===== config.mk =====
export PLATFORM = sky130hd
export DESIGN_NAME = stage_memory_access
export DESIGN_NICKNAME = d
export VERILOG_FILES = /design/src/rtl/stage_memory_access.sv
export SDC_FILE = /design/constraint.sdc
export NUM_CORES = 1
export LEC_CHECK = 0
export CAP_MARGIN = 20
export CORE_AREA = 2 2 96 121
export CTS_BUF_LIST = sky130_fd_sc_hd__clkbuf_4 sky130_fd_sc_hd__clkbuf_8
export DETAILED_ROUTE_END_ITERATION = 7
export DIE_AREA = 0 0 98 123
export PLACE_DENSITY = 0.87
export SLEW_MARGIN = 20
export SYNTH_ARGS = -nofsm -noshare
export SYNTH_HDL_FRONTEND = slang
export SYNTH_SLANG_ARGS = --single-unit

===== constraint.sdc =====
create_clock -name i_Clock -period 3.1 [get_ports i_Clock]
set_input_delay 0.31 -clock i_Clock [delete_from_list [all_inputs] [get_ports i_Clock]]
set_output_delay 0.31 -clock i_Clock [all_outputs]
set_load 0.05 [all_outputs]

===== src/rtl/stage_memory_access.sv =====
// -----------------------------------------------------------------------------
// stage_memory_access
//
// MEM pipeline stage. Takes the EX/MEM register outputs, performs loads and
// stores over a simple req/ack data bus, and registers the MEM/WB boundary.
// Upstream stages are stalled while a bus access is outstanding. Misaligned
// accesses, illegal widths and bus timeouts are reported as exceptions that
// travel with the instruction into WB.
//
// Handshake: o_BusReq is registered and, once raised, o_BusWe/o_BusAddr/
// o_BusByteEn/o_BusWData stay constant until the cycle in which i_BusAck is
// sampled high (or the access times out). The transfer completes in that ack
// cycle; o_BusReq drops on the following edge. i_BusAck is ignored while
// o_BusReq is low.
//
// Ports
//   i_Clock, i_Reset      clock; synchronous active-high reset
//   i_Valid .. i_rs2Value EX/MEM register contents (held by upstream on o_Stall)
//   o_Stall               combinational stall request to upstream stages
//   o_Bus* / i_Bus*       data bus request/response
//   o_WB_*                MEM/WB register contents
//   o_Exception/Cause     one-cycle exception pulse aligned with o_WB_Valid
//                         (01 misaligned, 10 bus timeout, 11 illegal width)
//   o_DebugState          current FSM state (0 = IDLE, 1 = WAIT)
// -----------------------------------------------------------------------------
module stage_memory_access #(
   parameter int TIMEOUT_CYCLES = 16
) (
   input  logic        i_Clock,
   input  logic        i_Reset,
   input  logic        i_Valid,
   input  logic        i_MemRead,
   input  logic        i_MemWrite,
   input  logic [2:0]  i_Funct3,
   input  logic        i_RegWrite,
   input  logic [4:0]  i_rd,
   input  logic [31:0] i_AluOutput,
   input  logic [31:0] i_rs2Value,
   output logic        o_Stall,
   output logic        o_BusReq,
   output logic        o_BusWe,
   output logic [29:0] o_BusAddr,
   output logic [3:0]  o_BusByteEn,
   output logic [31:0] o_BusWData,
   input  logic        i_BusAck,
   input  logic [31:0] i_BusRData,
   output logic        o_WB_Valid,
   output logic        o_WB_RegWrite,
   output logic [4:0]  o_WB_rd,
   output logic [31:0] o_WB_Result,
   output logic        o_Exception,
   output logic [1:0]  o_ExceptionCause,
   output logic        o_DebugState
);

   localparam int CW = $clog2(TIMEOUT_CYCLES + 1);

   typedef enum logic {
      ST_IDLE = 1'b0,
      ST_WAIT = 1'b1
   } state_t;

   state_t        state_q, state_d;
   logic [CW-1:0] count_q, count_d;

   logic          bus_req_q, bus_req_d;
   logic          bus_we_q, bus_we_d;
   logic [29:0]   bus_addr_q, bus_addr_d;
   logic [3:0]    bus_be_q, bus_be_d;
   logic [31:0]   bus_wdata_q, bus_wdata_d;

   logic          wb_valid_q, wb_valid_d;
   logic          wb_regwrite_q, wb_regwrite_d;
   logic [4:0]    wb_rd_q, wb_rd_d;
   logic [31:0]   wb_result_q, wb_result_d;
   logic          exc_q, exc_d;
   logic [1:0]    exc_cause_q, exc_cause_d;

   // Decode of the instruction sitting in EX/MEM
   logic          mem_op;
   logic          illegal_width;
   logic          misaligned;
   logic          legal_mem_op;
   logic          ack_seen;
   logic          timeout_hit;
   logic [1:0]    a_lo;

   assign a_lo          = i_AluOutput[1:0];
   assign mem_op        = i_Valid && (i_MemRead || i_MemWrite);
   assign illegal_width = (i_Funct3 == 3'b011) || (i_Funct3 == 3'b110) ||
                          (i_Funct3 == 3'b111);
   // Illegal width takes priority, so misalignment is only judged for B/H/W.
   assign misaligned    = !illegal_width &&
                          (((i_Funct3[1:0] == 2'b01) && a_lo[0]) ||
                           ((i_Funct3[1:0] == 2'b10) && (a_lo != 2'b00)));
   assign legal_mem_op  = mem_op && !illegal_width && !misaligned;
   assign ack_seen      = i_BusAck && bus_req_q;
   // An ack in the final wait cycle wins over the timeout.
   assign timeout_hit   = (state_q == ST_WAIT) && !ack_seen &&
                          (count_q == CW'(TIMEOUT_CYCLES - 1));

   // Store lane steering
   logic [31:0] st_wdata;
   logic [3:0]  st_be;

   always_comb begin
      st_wdata = i_rs2Value;
      st_be    = 4'b1111;
      case (i_Funct3[1:0])
         2'b00: begin
            st_wdata = {4{i_rs2Value[7:0]}};
            st_be    = 4'b0001 << a_lo;
         end
         2'b01: begin
            st_wdata = {2{i_rs2Value[15:0]}};
            st_be    = 4'b0011 << {a_lo[1], 1'b0};
         end
         default: begin
            st_wdata = i_rs2Value;
            st_be    = 4'b1111;
         end
      endcase
   end

   // Load lane selection and extension. EX/MEM is held during the access,
   // so the address offset and funct3 are still valid in the ack cycle.
   logic [7:0]  ld_byte;
   logic [15:0] ld_half;
   logic [31:0] ld_data;

   always_comb begin
      ld_byte = i_BusRData[7:0];
      case (a_lo)
         2'b00:   ld_byte = i_BusRData[7:0];
         2'b01:   ld_byte = i_BusRData[15:8];
         2'b10:   ld_byte = i_BusRData[23:16];
         default: ld_byte = i_BusRData[31:24];
      endcase
      ld_half = a_lo[1] ? i_BusRData[31:16] : i_BusRData[15:0];
      case (i_Funct3)
         3'b000:  ld_data = {{24{ld_byte[7]}}, ld_byte};
         3'b001:  ld_data = {{16{ld_half[15]}}, ld_half};
         3'b100:  ld_data = {24'd0, ld_byte};
         3'b101:  ld_data = {16'd0, ld_half};
         default: ld_data = i_BusRData;
      endcase
   end

   // Next-state, bus and MEM/WB logic
   always_comb begin
      state_d       = state_q;
      count_d       = count_q;
      bus_req_d     = bus_req_q;
      bus_we_d      = bus_we_q;
      bus_addr_d    = bus_addr_q;
      bus_be_d      = bus_be_q;
      bus_wdata_d   = bus_wdata_q;
      // MEM/WB defaults to a bubble
      wb_valid_d    = 1'b0;
      wb_regwrite_d = 1'b0;
      wb_rd_d       = i_rd;
      wb_result_d   = i_AluOutput;
      exc_d         = 1'b0;
      exc_cause_d   = 2'b00;
      o_Stall       = 1'b0;

      case (state_q)
         ST_IDLE: begin
            if (legal_mem_op) begin
               o_Stall     = 1'b1;
               state_d     = ST_WAIT;
               count_d     = '0;
               bus_req_d   = 1'b1;
               bus_we_d    = i_MemWrite;
               bus_addr_d  = i_AluOutput[31:2];
               bus_be_d    = i_MemWrite ? st_be : 4'b1111;
               bus_wdata_d = i_MemWrite ? st_wdata : 32'd0;
            end else if (mem_op) begin
               // Faulting access: no bus cycle, instruction retires with exception
               wb_valid_d  = 1'b1;
               exc_d       = 1'b1;
               exc_cause_d = illegal_width ? 2'b11 : 2'b01;
            end else begin
               wb_valid_d    = i_Valid;
               wb_regwrite_d = i_Valid && i_RegWrite;
            end
         end

         ST_WAIT: begin
            if (ack_seen) begin
               state_d       = ST_IDLE;
               bus_req_d     = 1'b0;
               wb_valid_d    = 1'b1;
               wb_regwrite_d = !i_MemWrite && i_RegWrite;
               wb_result_d   = i_MemWrite ? i_AluOutput : ld_data;
            end else if (timeout_hit) begin
               state_d     = ST_IDLE;
               bus_req_d   = 1'b0;
               wb_valid_d  = 1'b1;
               exc_d       = 1'b1;
               exc_cause_d = 2'b10;
            end else begin
               o_Stall = 1'b1;
               count_d = count_q + CW'(1);
            end
         end

         default: begin
            state_d   = ST_IDLE;
            bus_req_d = 1'b0;
         end
      endcase
   end

   always_ff @(posedge i_Clock) begin
      if (i_Reset) begin
         state_q       <= ST_IDLE;
         count_q       <= '0;
         bus_req_q     <= 1'b0;
         bus_we_q      <= 1'b0;
         bus_addr_q    <= '0;
         bus_be_q      <= '0;
         bus_wdata_q   <= '0;
         wb_valid_q    <= 1'b0;
         wb_regwrite_q <= 1'b0;
         wb_rd_q       <= '0;
         wb_result_q   <= '0;
         exc_q         <= 1'b0;
         exc_cause_q   <= '0;
      end else begin
         state_q       <= state_d;
         count_q       <= count_d;
         bus_req_q     <= bus_req_d;
         bus_we_q      <= bus_we_d;
         bus_addr_q    <= bus_addr_d;
         bus_be_q      <= bus_be_d;
         bus_wdata_q   <= bus_wdata_d;
         wb_valid_q    <= wb_valid_d;
         wb_regwrite_q <= wb_regwrite_d;
         wb_rd_q       <= wb_rd_d;
         wb_result_q   <= wb_result_d;
         exc_q         <= exc_d;
         exc_cause_q   <= exc_cause_d;
      end
   end

   assign o_BusReq         = bus_req_q;
   assign o_BusWe          = bus_we_q;
   assign o_BusAddr        = bus_addr_q;
   assign o_BusByteEn      = bus_be_q;
   assign o_BusWData       = bus_wdata_q;
   assign o_WB_Valid       = wb_valid_q;
   assign o_WB_RegWrite    = wb_regwrite_q;
   assign o_WB_rd          = wb_rd_q;
   assign o_WB_Result      = wb_result_q;
   assign o_Exception      = exc_q;
   assign o_ExceptionCause = exc_cause_q;
   assign o_DebugState     = state_q;

endmodule


==> results.json <==
{
  "status": "finished, final reports clean",
  "synth.top_cell.area_share_pct": 46.3,
  "path_class": "register to output pin",
  "powerDensity_nw_per_um2": 524,
  "max-vdd-ir-drop_v": 0.000299,
  "fmax_mhz": 418,
  "layoutNonFillerInstCount": 906,
  "antenna_found_initial": 0,
  "max_slew_margin_pct": 47.4,
  "timing.final.hold_violations": 0,
  "end_kind": "output pin",
  "clock_path_buffers": 2,
  "cellLeakagePower_nw": 2.89,
  "cp.required_ns": 2.79,
  "synthSimpleGateAreaFrac_pct": 17.4,
  "avgSynthCellArea_um2": 9.08,
  "post_drt_wl_per_cell_um": 18.4,
  "min_from": "i_Funct3[1]",
  "synth_edf_count": 0,
  "drive_above_1_share_pct": 8.69,
  "synth_compound_area_share_pct": 22.5,
  "rows": 43,
  "synth_xor_area_share_pct": 0.349,
  "grt_pass1_wl_um": 25800,
  "via_per_inst": 5.59,
  "place.gp.congestion": 0.857,
  "numCtsBuffers": 17,
  "power_mw": 4.03,
  "dp_cells": 874,
  "cts_setup_buffers": 0,
  "finalInstanceArea_um2": 7690,
  "cp-start-kind": "register",
  "slew_viol_final": 0,
  "yosys-top-cells-area": "dfxtp_1 (46%), nand2_1 (6.4%), mux2i_1 (6.2%)",
  "ctsResizeCount": 0,
  "ant_nets": 0,
  "fin_nets": 871,
  "top_level_ports": 223,
  "post-dp-hpwl_um": 12400,
  "ys_seq_area_share_pct": 46.3,
  "cts_tree": "done",
  "period_share_pct": 77.1,
  "path_clk_slew_ns": 0.07,
  "r2r_end": "o_BusWData[23]$_SDFFE_PP0P_",
  "setup_violations": 0,
  "dr.pass1.iters": 5,
  "synth_top_family_by_area": "compound AO/OA/AOI/OAI gates",
  "yosysTopAreaCell": "dfxtp_1",
  "ys_async_sr_fraction_pct": 0,
  "cts.htree.levels": 4,
  "worstHoldEndpoint": "o_BusWData[16]$_SDFFE_PP0P_",
  "grt_pass1_vias": 4966,
  "grt_util_all_layers_pct": 27.2,
  "vias": 5061,
  "reg2reg_slack_ns": 1.13,
  "synth_nets": 665,
  "num_antenna_cells": 0,
  "port_buffers": 222,
  "wirelength_um": 16700,
  "holdPathStages": 3,
  "synthAdderAreaFrac_pct": 0.499,
  "syn_to_final_growth_pct": 53.5,
  "drcViolationCount": 0,
  "grt_max_degree": 60,
  "clock-sinks": 116,
  "tightest_slew_ns": 0.790,
  "drt_iter0_drc": 337,
  "crit_arrival_ns": 2.08,
  "synthMuxAreaShare_pct": 6.86,
  "netlist_instances": 552,
  "syn_area_um2": 5010,
  "maxCapViolCount": 0,
  "setup-tns-final_ns": 0,
  "layout_min_cycle_time_ns": 2.39,
  "die_area_um2": 12100,
  "core_area_um2": 10900,
  "fin_util_pct": 70.4,
  "crit_fanout": 6,
  "worst-r2r-cell-count": 4,
  "clockRootBuffer": "clkbuf_8",
  "die_w_um": 98,
  "initial_utilization_pct": 45.9,
  "reg2reg_from": "o_DebugState$_SDFF_PP0_",
  "hold_path.class": "input port to register",
  "rsz0062_at_grt": "no",
  "grt_overflow": 0,
  "ys_ff_latch": 116,
  "yosys_warnings": 0,
  "skew_ns": 0.00821,
  "holdBufCountCts": 0,
  "die_y_um": 123,
  "place_area_um2": 7230,
  "ys_types": 54,
  "yosys_most_used_dff": "dfxtp_1",
  "clock_latency_ns": 0.44
}
cell families (layout without fill, tap and decap cells):
| kind of cell | Yosys count | after routing |
|---|---|---|
| muxes | 33 | 33 |
| adders and majority gates | 2 | 2 |
| buffers and inverters | 52 | 271 |
| xor gates and xnor gates | 2 | 2 |
| DFF | 116 | 116 |
| and+or+nand+nor | 189 | 189 |
| AOI/OAI and AO/OA | 158 | 158 |
layout make-up:
cell class | instances | area [µm²]
Clock inverter | 13 | 205
Fill cell | 830 | 3230
Inverter | 5 | 18.8
Multi-Input combinational cell | 384 | 2400
Sequential cell | 116 | 2320
Timing Repair Buffer | 234 | 2310
Clock buffer | 19 | 262
Tap cell | 135 | 169
layer usage:
layer	up-vias	part of all wire [%]	wire length (µm)	track usage, %
li1	2376	-	-	-
met1	2366	36	6010	29.7
met2	285	51	8520	48.1
met3	34	10	1710	9.04
met4	0	2.5	422	12.2
met5	-	0	0	0
metrics by stage:
| step | worst slack, ns | hold WS [ns] |
|---|---|---|
| 6_report | 0.710 | 0.376 |
| 5_1_grt | 0.645 | 0.369 |
| 4_1_cts | 0.693 | 0.337 |
| 3_5_place_dp | 0.540 | 0.447 |
| 3_3_place_gp | 0.666 | 0.440 |
| 2_1_floorplan | 1.04 | 0.435 |
how the worst max path moves through the flow:
| stage | depth (start not counted) | startpoint | end |
|---|---|---|---|
| 2_1_floorplan | 4 | o_DebugState$_SDFF_PP0_ | o_Stall |
| 3_3_place_gp | 6 | i_AluOutput[1] | o_WB_Result[8]$_SDFF_PP0_ |
| 6_report | 6 | count_q[0]$_SDFFE_PP0P_ | o_Stall |
| 3_5_place_dp | 6 | i_AluOutput[1] | o_WB_Result[12]$_SDFF_PP0_ |
| 4_1_cts | 6 | count_q[0]$_SDFFE_PP0P_ | o_Stall |
| 5_1_grt | 6 | count_q[0]$_SDFFE_PP0P_ | o_Stall |
state kept, by name, summed over array words and instances (netlist names), 2 cells and up:
| signal | flops |
|---|---|
| o_BusByteEn | 4 |
| o_WB_rd | 5 |
| o_BusAddr | 30 |
| count_q | 5 |
| o_BusWData | 32 |
| o_ExceptionCause | 2 |
| o_WB_Result | 32 |
where the power goes:
part	total, mW	switching, mW	internal, mW
logic	0.825	0.489	0.336
registers	1.59	0.0322	1.56
clock network	1.62	0.621	0.997
total	4.03	1.14	2.89
worst max-delay path, cell delays in order (launching register included):
cell	delay [ns]
dfxtp_1	0.34
ha_1	0.21
and3_1	0.18
ha_1	0.24
or2_2	0.37
nand2_1	0.14
buf_12	0.15
placed cells by master, fill, tap and decap left out, types with 3 or more instances in the layout:
cell type and instances:
clkdlybuf4s50_1 219, dfxtp_1 116, nand2_1 86, nor2_1 49, a21oi_1 44, mux2i_1 31, a211oi_1 26, a22o_1 23
clkbuf_8 19, o21ai_0 16, o2bb2ai_1 16, nor3_1 12, buf_4 12, nor2b_1 10, a22oi_1 8, and3_1 7
o21bai_1 6, a211oi_2 5, nand3_1 5, bufinv_16 5, inv_1 4, nor3b_1 3, clkinv_2 3, clkinvlp_4 3
cells in the mapped netlist, drive strengths merged, types with 4 or more instances:
cell     number
nor2b        10
nor3         12
dfxtp       116
a211oi       31
o2bb2ai      16
mux2i        31
nand3         5
inv           4
nand2        86
a21oi        46
clkbuf       18
a22oi         8
and3          8
o21bai        6
buf          29
nor2         51
a22o         23
o21ai        17
No activity file was read; power rests on OpenSTA's default activity.
